**src/rtl/fetch_unit.sv**
```systemverilog
// Instruction fetch stage: owns the fetch PC, queues {pc, op} pairs from the ROM and hands them to decode.
// Optional FETCH_STATS_EN macro builds saturating push/redirect counters; otherwise stat outputs read zero.
module fetch_unit #(
  parameter logic [7:0] RESET_PC = 8'd0,
  parameter int         DEPTH    = 2
) (
  input  logic        clk,
  input  logic        rst,
  output logic [7:0]  imem_pc,
  input  logic [15:0] imem_op,
  output logic        dec_valid,
  output logic [15:0] dec_op,
  output logic [7:0]  dec_pc,
  input  logic        dec_ready,
  input  logic        redir_valid,
  input  logic [7:0]  redir_pc,
  output logic [15:0] stat_fetch,
  output logic [15:0] stat_flush
);

  localparam int PW = $clog2(DEPTH);
  localparam int CW = PW + 1;
  localparam logic [CW-1:0] DEPTH_C = CW'(DEPTH);

  logic [7:0]    fpc_q, fpc_d;
  logic [PW-1:0] head_q, head_d;
  logic [PW-1:0] tail_q, tail_d;
  logic [CW-1:0] count_q, count_d;
  logic          valid_q;
  logic [7:0]    pc_mem_q [DEPTH];
  logic [15:0]   op_mem_q [DEPTH];
  logic          pop_s, push_s;

  assign pop_s  = valid_q & dec_ready;
  assign push_s = !redir_valid & ((count_q < DEPTH_C) | pop_s);

  // Next-state for fetch PC and queue pointers; redirect overrides everything.
  always_comb begin
    fpc_d   = fpc_q;
    head_d  = head_q;
    tail_d  = tail_q;
    count_d = count_q;
    if (redir_valid) begin
      fpc_d   = redir_pc;
      head_d  = {PW{1'b0}};
      tail_d  = {PW{1'b0}};
      count_d = {CW{1'b0}};
    end else begin
      if (push_s) begin
        fpc_d  = fpc_q + 8'd1;
        tail_d = tail_q + PW'(1);
      end else begin
        fpc_d  = fpc_q;
      end
      if (pop_s) begin
        head_d = head_q + PW'(1);
      end else begin
        head_d = head_q;
      end
      case ({push_s, pop_s})
        2'b10:   count_d = count_q + CW'(1);
        2'b01:   count_d = count_q - CW'(1);
        default: count_d = count_q;
      endcase
    end
  end

  // Control state registers.
  always_ff @(posedge clk or posedge rst) begin
    if (rst) begin
      fpc_q   <= RESET_PC;
      head_q  <= {PW{1'b0}};
      tail_q  <= {PW{1'b0}};
      count_q <= {CW{1'b0}};
      valid_q <= 1'b0;
    end else begin
      fpc_q   <= fpc_d;
      head_q  <= head_d;
      tail_q  <= tail_d;
      count_q <= count_d;
      valid_q <= (count_d != {CW{1'b0}});
    end
  end

  // Queue storage needs no reset: outputs are masked while the queue is empty.
  always_ff @(posedge clk) begin
    if (push_s) begin
      pc_mem_q[tail_q] <= fpc_q;
      op_mem_q[tail_q] <= imem_op;
    end
  end

  assign imem_pc   = fpc_q;
  assign dec_valid = valid_q;
  assign dec_op    = valid_q ? op_mem_q[head_q] : 16'd0;
  assign dec_pc    = valid_q ? pc_mem_q[head_q] : 8'd0;

`ifdef FETCH_STATS_EN
  logic [15:0] stat_fetch_q, stat_fetch_d;
  logic [15:0] stat_flush_q, stat_flush_d;

  // Saturating event counters.
  always_comb begin
    stat_fetch_d = stat_fetch_q;
    stat_flush_d = stat_flush_q;
    if (push_s && (stat_fetch_q != 16'hFFFF)) begin
      stat_fetch_d = stat_fetch_q + 16'd1;
    end else begin
      stat_fetch_d = stat_fetch_q;
    end
    if (redir_valid && (stat_flush_q != 16'hFFFF)) begin
      stat_flush_d = stat_flush_q + 16'd1;
    end else begin
      stat_flush_d = stat_flush_q;
    end
  end

  always_ff @(posedge clk or posedge rst) begin
    if (rst) begin
      stat_fetch_q <= 16'd0;
      stat_flush_q <= 16'd0;
    end else begin
      stat_fetch_q <= stat_fetch_d;
      stat_flush_q <= stat_flush_d;
    end
  end

  assign stat_fetch = stat_fetch_q;
  assign stat_flush = stat_flush_q;
`else
  assign stat_fetch = 16'd0;
  assign stat_flush = 16'd0;
`endif

endmodule

```
**config.mk**
```make
export PLATFORM = sky130hd
export DESIGN_NAME = fetch_unit
export DESIGN_NICKNAME = d
export VERILOG_FILES = /design/src/rtl/fetch_unit.sv
export SDC_FILE = /design/constraint.sdc
export NUM_CORES = 1
export LEC_CHECK = 0
export CAP_MARGIN = 20
export CORE_MARGIN = 2
export CORE_UTILIZATION = 40
export DETAILED_ROUTE_END_ITERATION = 10
export PLACE_DENSITY = 0.77
export SETUP_SLACK_MARGIN = 0.15
export SYNTH_ARGS = -nofsm -noshare
export SYNTH_HDL_FRONTEND = slang
export SYNTH_SLANG_ARGS = --single-unit
```
**constraint.sdc**
```tcl
create_clock -name clk -period 6.4 [get_ports clk]
set_clock_uncertainty 0.2 [all_clocks]
set_input_delay 1.28 -clock clk [delete_from_list [all_inputs] [get_ports clk]]
set_output_delay 1.28 -clock clk [all_outputs]
set_load 0.005 [all_outputs]
```
---- Word level (Yosys, flattened, before mapping) ----
Memories as Yosys holds them, arrays and structs flattened.
Index checks and enable logic that the tools add are counted.
cells by class
  $add $sub $neg .......................... 5
  multiply operators ...................... 0
  divide/modulo/power cells ............... 0
  order comparisons ....................... 1
  eq/ne operators ......................... 2
  shifts and indexed selects .............. 0
  mux-type cells .......................... 12
  bitwise logic cells ..................... 3
  reduce and logical (&&, ||, !) cells .... 4
operator list
  operator                                              number
  2-to-1 mux 8 bit                                      3
  2-to-1 mux 16 bit                                     1
  adder 8 x 1 -> 8 bit (second input constant)          1
  2-to-1 mux 1 bit                                      6
  nonzero test 2 bit                                    3
  one-hot mux 2 bit (2 select lines)                    1
  adder 1 bit (second input constant)                   2
  adder 2 x 1 -> 2 bit (second input constant)          1
  AND 1 bit                                             2
  equality test 2 x 1 -> 1 bit (second input constant)  1
  equality test 2 bit (second input constant)           1
  < comparator 2 bit (second input constant)            1
  2-to-1 mux 2 bit                                      1
  subtractor 2 x 1 -> 2 bit (second input constant)     1
  zero test 1 bit                                       1
  OR 1 bit                                              1
storage, ports and cells
  bits in registers ....................... 13
  latch bits .............................. 0
  bits in writable memories ............... 48
  bits in read-only memories .............. 0
  input bits .............................. 28
  output and inout port bits .............. 65
  logic and storage cells ................. 34
  memories kept ........................... 2
memory list
  memory    depth  bits a word  rd ports  clocked after Yosys merged registers in  wr ports  line  RTL
  op_mem_q  2      16           1         0                                        1         31    logic [15:0] op_mem_q [DEPTH];
  pc_mem_q  2      8            1         0                                        1         30    logic [7:0] pc_mem_q [DEPTH];

---- Depth between registers and ports, before layout ----
Gate-level depths: netlist of the first run.
  word-level depth ........................ 7
  mapped depth ............................ 7
  gate-level depth less buffers ........... 6

---- Worst setup path before layout of the first run ----
Ideal clock, no wire load.
  path type ............................... in2reg
  start ................................... input port dec_ready
  end ..................................... memory op_mem_q[1][0], enable pin
  library setup time ...................... 405 ps
  data arrival time ....................... 2857 ps
  data required time ...................... 5795 ps
  path slack .............................. 2938 ps
  stages .................................. 4
  buffers on the path ..................... 1
  cells stage by stage .................... a21boi_2 > buf_2 > or2_2 > nor2_1
on the way
  word-level cells in the longest chain between the ends .. 5
RTL lines
  what                                    line  RTL
  start: declaration                      14    input logic dec_ready,
  AND 1 bit                               34    assign pop_s = valid_q & dec_ready;
  OR 1 bit                                35    assign push_s = !redir_valid & ((count_q < DEPTH_C) | pop_s);
  AND 1 bit                               35
  2-to-1 mux 1 bit                        87    if (push_s) begin
  2-to-1 mux 1 bit (not written as such)  89    op_mem_q[tail_q] <= imem_op;
  end: declaration                        31
Every way passes these cells.

---- Worst setup path after layout of the first run ----
  start ................................... register head_q
  end ..................................... output port dec_pc[0]
on the way
  word-level cells in the longest chain between the ends .. 2
RTL lines
  what                      line  RTL
  start: declaration        26    logic [PW-1:0] head_q, head_d;
  start signal: assignment  72    head_q <= {PW{1'b0}};
  memory read (2 x 8 bit)   --
  2-to-1 mux 8 bit          96    assign dec_pc = valid_q ? pc_mem_q[head_q] : 8'd0;
  end: declaration          13    output logic [7:0] dec_pc,
Every way passes these cells.

==> impl_metrics.toml, run 1 <==
[detailed_routing]
dr.pass1.iters = 4
wl_per_cell_um = 13.0
num_vias = 1675
route.detailed.drc = 0
drtIter0Drc = 67
viasPerCell = 4.47
drtAntennaViolNets = 0
drt_wl_total_um = 4890

[final_layout]
drive_gt1_share_pct = 6.09
final_area_um2 = 3600
diodes = 0
area_delta_synth_final_pct = 28.7
nFillCells = 583
final_net_count = 306

[power]
total_power_mw = 1.07
p_leak_nw = 1.29
peakVddDrop_uv = 136
power_density_nw_per_um2 = 297

[cts]
insertion_delay_ns = 0.32
cts_sinks = 61
cts-root-buf = "clkbuf_8"
cts_tree = "done"
cts.clk_slew.worst_paths_ns = 0.06
post-cts-setup-buffers = 0
numCtsBuffers = 9
holdBufCountCts = 0
htreeDepth = 3
clk_path_buf_depth = 2
post_cts_resized = 0

[setup_path]
required_ns = 4.92
crit_arrival_ns = 1.90
ff2ff_setup_slack_ns = 3.69
start_kind = "register"
cpPeakStageDelay_ns = 0.51
crit_path_end_kind = "output pin"
cp_cell_sequence = "buf_4 > mux2i_1 > nor2b_1 > clkdlybuf4s50_1"
worstSetupPathType = "reg2out"
r2r_end = "op_mem_q[1][7]"
rr_startpoint = "dec_valid"
cp_max_fo = 24
reg2reg_depth = 4
slowest_stage = "clkdlybuf4s50_1"

[place]
portBuffers = 60
gp_congestion = 0.708
pre_cts_ws_ns = 2.80
dpl_cell_area_um2 = 3430
hpwl_um = 3450

[flow_run]
cap_violations = 0

[logic_synthesis]
syn-cell-area_um2 = 2800
synth_common_cells = "48 x edfxtp_1, 32 x buf_4, 26 x nor2b_1"
synth_seq_cells = 61
yosys.area.top_type = "edfxtp_1"
ys_seq_area_share_pct = 63.1
syn_inst = 210
ys_warn_count = 0
synth_edf_count = 48
synthMostInstantiatedCell = "edfxtp_1"
post-synth-top-area-fraction_pct = 51.5
synth_ff_type = "edfxtp_1"
synth_area_leaders = "edfxtp_1 52%, dfrtp_1 12%, mux2i_1 8.9%"
yosysUniqueCellTypes = 29
synthArstFlopShare_pct = 21.3
synth.avg_cell_area_um2 = 13.3

[timing]
fin_crit_ns = 3.38
timing.final.crit_share_pct = 52.8
final-hold-violation-count = 0
hold_slack_ns = 0.360
tns_ns = 0
setup_viol = 0
rsz0062_at_grt = "false"
fmaxAchievable_mhz = 296
tightest_slew_ns = 0.733
relSlewSlack_pct = 51.2
report.final.slew_viol_count = 0
setup_ws_ns = 3.02

[floorplan]
initial_core_util_pct = 41.2
io_pins = 93
num_rows = 30
fp.dieH_um = 87.6
die_w_um = 87.6
coreArea_um2 = 6790
die-area_um2 = 7680

[hold_path]
hold_class = "reg2reg"
min_to = "head_q"
hold_depth = 2
holdCritStartpoint = "head_q"

[global_routing]
overflow = 0
antenna_found_initial = 0
grt_pass1_wl_um = 7220
grt_pass1_vias = 1536
grt_usage_pct = 12.8
grt_start_max_net_pins = 28

[run_status]
status = "complete, no violations"
power by group:
group | switching, mW | internal [mW] | total (mW)
logic | 0.103 | 0.138 | 0.241
registers | 0.0368 | 0.491 | 0.528
clock network | 0.127 | 0.171 | 0.299
total | 0.267 | 0.801 | 1.07
metrics by stage:
| step | util [%] | instances |
|---|---|---|
| after global routing | 53.0 | 375 |
| after floorplan | - | 241 |
| after CTS | 53.0 | 375 |
| after global placement | 49.7 | 359 |
| after detailed placement | 50.5 | 361 |
| final | 53.0 | 375 |
layout make-up:
class                   instances  area, µm²  area share [%]
well taps                      96        120            3.34
multi-input cells             136        862            23.9
repair buffers                 63        663            18.4
flip-flops and latches         61       1770            49.1
clock inverters                 4       41.3            1.15
clock buffers                  10        128            3.55
inverters                       5       18.8           0.521
critical path: cells and delay by family (launching register included):
family                 cells  cell delay, ns
multiplexers               1            0.15
flip-flops                 1            0.37
AND/OR/NAND/NOR            1            0.15
buffers and inverters      2            0.90
sequential cells by signal (all words and copies together), names as in the netlist:
signal,cells
op_mem_q,32
pc_mem_q,16
tail_q,1
head_q,1
imem_pc,8
count_q,2
dec_valid,1
kinds of logic after synthesis:
| group | synth area share (%) |
|---|---|
| muxes | 8.94 |
| buffers and inverters | 10.4 |
| and+or+nand+nor | 11.0 |
| adders and majority gates | 0.894 |
| DFF | 63.1 |
| AOI/OAI and AO/OA | 4.20 |
| xor gates and xnor gates | 1.25 |
| other | 0.134 |
layout by cell type (no fill, tap or decap), drive strengths merged:
cell           netlist  final
edfxtp              48     48
nand3                4      4
a31oi                5      5
or4                  5      5
clkbuf               3     10
o211ai               2      2
buf                 36      3
bufinv               0      1
mux2i               25     25
xnor2                3      3
dfrtp               13     13
clkinv               1      4
clkdlybuf4s50        0     60
o31ai                3      3
o21ai                4      4
nor2                 8      8
and2                 1      1
inv                  4      4
nand2                6      6
conb                 1     32
nor3                 1      1
o21a                 1      1
xor2                 1      1
a21oi                2      2
nand4                1      1
or3                  2      2
nor2b               26     26
ha                   2      2
or2                  1      1
a21boi               1      1
worst max path at each step:
stage,end,cells after the start,slack (ns),startpoint
final,dec_pc[0],4,3.02,head_q
after global routing,dec_pc[0],2,2.88,dec_valid
after CTS,dec_pc[0],4,2.96,head_q
after detailed placement,op_mem_q[1][13],4,2.80,redir_valid
after global placement,op_mem_q[1][7],3,2.54,redir_valid
after floorplan,op_mem_q[1][0],4,2.94,dec_ready
layer usage:
layer  vias to the layer above  track usage, %  wire length [µm]
met2                        50            21.3              2450
met1                       796            15.1              2080
met3                        10            3.77               276
met4                         0            6.29                81
met5                         -               0                 0
li1                        819               -                 -
Power figures use the tool's default switching activity.
==> run 2: changes to the inputs <==
--- a/config.mk
+++ b/config.mk
@@ -9,7 +9,7 @@
 export CORE_MARGIN = 2
 export CORE_UTILIZATION = 40
 export DETAILED_ROUTE_END_ITERATION = 10
-export PLACE_DENSITY = 0.77
+export PLACE_DENSITY = 0.8
 export SETUP_SLACK_MARGIN = 0.15
 export SYNTH_ARGS = -nofsm -noshare
 export SYNTH_HDL_FRONTEND = slang
==> constraint.sdc (replaced) <==
create_clock -name clk -period 2.9 [get_ports clk]
set_clock_uncertainty 0.2 [all_clocks]
set_input_delay 0.58 -clock clk [delete_from_list [all_inputs] [get_ports clk]]
set_output_delay 0.58 -clock clk [all_outputs]
set_load 0.005 [all_outputs]
==> run 2 against run 1 <==
Effect of this change:
- worst hold slack gained 0.0069 ns
- clock power grew 110%
- routed wire length grew 4.7%
- largest cell class unchanged
- cell count grew 1.1%
- core utilization shrank 0.35 points
- highest routed layer unchanged
- first-iteration DRC count shrank 22%
- sequential cell count is the same
==> impl_metrics.toml, run 2 (synthesized netlist as in run 1, its figures left out) <==
[run_status]
status = "complete, no violations"

[place]
hpwl_um = 3410
placed_cells = 364
pre_cts_ws_ns = 0.287
portBuffers = 60
gp_congestion = 0.732

[setup_path]
cpPeakStageDelay_ns = 0.51
crit_arrival_ns = 1.79
start_kind = "register"
cp_max_fo = 24
required_ns = 2.12
worstSetupPathType = "reg2out"
rr_startpoint = "count_q[1]"
ff2ff_setup_slack_ns = 0.83
crit_path_end_kind = "output pin"
r2r_end = "count_q[1]"
cp_cell_sequence = "buf_6 > mux2i_1 > nor2b_1 > clkdlybuf4s50_1"
reg2reg_depth = 6
critPathTopFamily = "buffers and inverters"
cp.buffers_inverters = 2
slowest_stage = "clkdlybuf4s50_1"

[cts]
cts-root-buf = "clkbuf_8"
holdBufCountCts = 0
cts_tree = "done"
cts_sinks = 61
cts.clk_slew.worst_paths_ns = 0.06
post-cts-setup-buffers = 0
numCtsBuffers = 9
clk_path_buf_depth = 2
htreeDepth = 3
insertion_delay_ns = 0.33

[final_layout]
mostFrequentLayoutCells = "60 x clkdlybuf4s50_1, 48 x edfxtp_1, 32 x conb_1"
fin_cells = 379
nFillCells = 586
ff_latch_area_um2 = 1770
area_delta_synth_final_pct = 27.8
largest_reg_flops = 32
final_common_cell = "clkdlybuf4s50_1"
top_register = "op_mem_q"
final_util_pct = 52.6
drive_gt1_share_pct = 7.77
final_net_count = 309
diodes = 0
multi_input_area_um2 = 862

[floorplan]
die-area_um2 = 7680
fp.dieH_um = 87.6
coreArea_um2 = 6790
num_rows = 30
die_w_um = 87.6
initial_core_util_pct = 41.2
io_pins = 93

[detailed_routing]
route.detailed.drc = 0
viasPerCell = 4.46
wl_per_cell_um = 13.5
dr.pass1.iters = 4
drt_wl_total_um = 5110
num_vias = 1692
drtAntennaViolNets = 0
drtIter0Drc = 52

[hold_path]
hold_depth = 0
min_to = "pc_mem_q[1][1]"
holdCritStartpoint = "imem_pc[1]"
hold_class = "reg2reg"

[global_routing]
grt_usage_pct = 13.8
grtUsageMet3_pct = 3.49
overflow = 0
grt_use_met2_pct = 22.9
grt_start_max_net_pins = 26
grt_pass1_wl_um = 7720
grt.busiest_layer = "met2"
antenna_found_initial = 0
met1_usage_pct = 15.6
grt_pass1_vias = 1646

[power]
power_density_nw_per_um2 = 645
p_int_mw = 1.70
power.share.clock_pct = 26.7
p_sw_share_pct = 26.2
total_power_mw = 2.31
peakVddDrop_uv = 314
p_switching_mw = 0.606
seqPwrFrac_pct = 49.7
p_leak_nw = 1.29
combPwrFrac_pct = 23.5

[timing]
setup_viol = 0
tightest_slew_ns = 0.513
setup_ws_ns = 0.330
report.final.slew_viol_count = 0
final-hold-violation-count = 0
fmaxAchievable_mhz = 389
tns_ns = 0
rsz0062_at_grt = "false"
fin_crit_ns = 2.57
timing.final.crit_share_pct = 88.6
relSlewSlack_pct = 65.8

[flow_run]
cap_violations = 0
run 2: cell types whose count changed in the layout (fill, tap and decap cells not counted), moves of 2 or more:
cell,previous run,this run
buf_4,1,5
buf_16,2,0
clkinv_1,4,2
clkinv_2,0,2
run 2: per-stage QoR:
step           hold slack, ns  area, µm²
2_1_floorplan           0.257       2910
3_3_place_gp            0.327       3410
3_5_place_dp            0.345       3410
4_1_cts                 0.358       3570
5_1_grt                 0.374       3580
6_report                0.367       3580
run 2: power groups by stage:
| stage | logic [mW] | registers, mW | clock network, mW |
|---|---|---|---|
| after CTS | 0.553 | 1.15 | 0.639 |
| after floorplan | 0.307 | 1.15 | 0 |
| final | 0.543 | 1.15 | 0.617 |
| after detailed placement | 0.551 | 1.17 | 0 |
| after global routing | 0.600 | 1.16 | 0.674 |
| after global placement | 0.533 | 1.16 | 0 |
run 2: worst max-delay path by stage:
stage          slack [ns]              to       from  cells after the start
6_report             0.33       dec_op[7]     head_q                      4
5_1_grt              0.18       dec_pc[7]     head_q                      4
4_1_cts              0.18       dec_pc[7]     head_q                      4
3_5_place_dp         0.29      count_q[1]  dec_ready                      7
3_3_place_gp         0.41       dec_valid  dec_ready                      7
2_1_floorplan        0.14  op_mem_q[1][0]  dec_ready                      4
run 2: repair_timing:
item | in CTS | in global routing
gates resized for setup | 0 | 1
setup endpoints to repair | 0 | 11
endpoints found under the hold margin | 0 | 0
run 2: area by class of cell:
type                            instances  share of cell area [%]
Sequential cell                        61                    49.4
Multi-Input combinational cell        136                    24.1
Timing Repair Buffer                   66                    18.2
Clock buffer                           12                    4.06
Tap cell                               96                    3.36
Inverter                                5                   0.525
Clock inverter                          3                   0.385
run 2: per-layer routing:
metal	share of wire [%]	wire (µm)
met1	41	2070
met2	52	2670
met5	0	0
met4	1.9	95
met3	5.5	279
==> run 3: changes to the inputs <==
--- a/config.mk
+++ b/config.mk
@@ -8,7 +8,9 @@
 export CAP_MARGIN = 20
 export CORE_MARGIN = 2
 export CORE_UTILIZATION = 40
+export CTS_CLUSTER_SIZE = 12
 export DETAILED_ROUTE_END_ITERATION = 10
+export GPL_ROUTABILITY_DRIVEN = 0
 export PLACE_DENSITY = 0.8
 export SETUP_SLACK_MARGIN = 0.15
 export SYNTH_ARGS = -nofsm -noshare
==> results of run 3 <==
Final layout, timing and power as in run 2 (identical DEF).
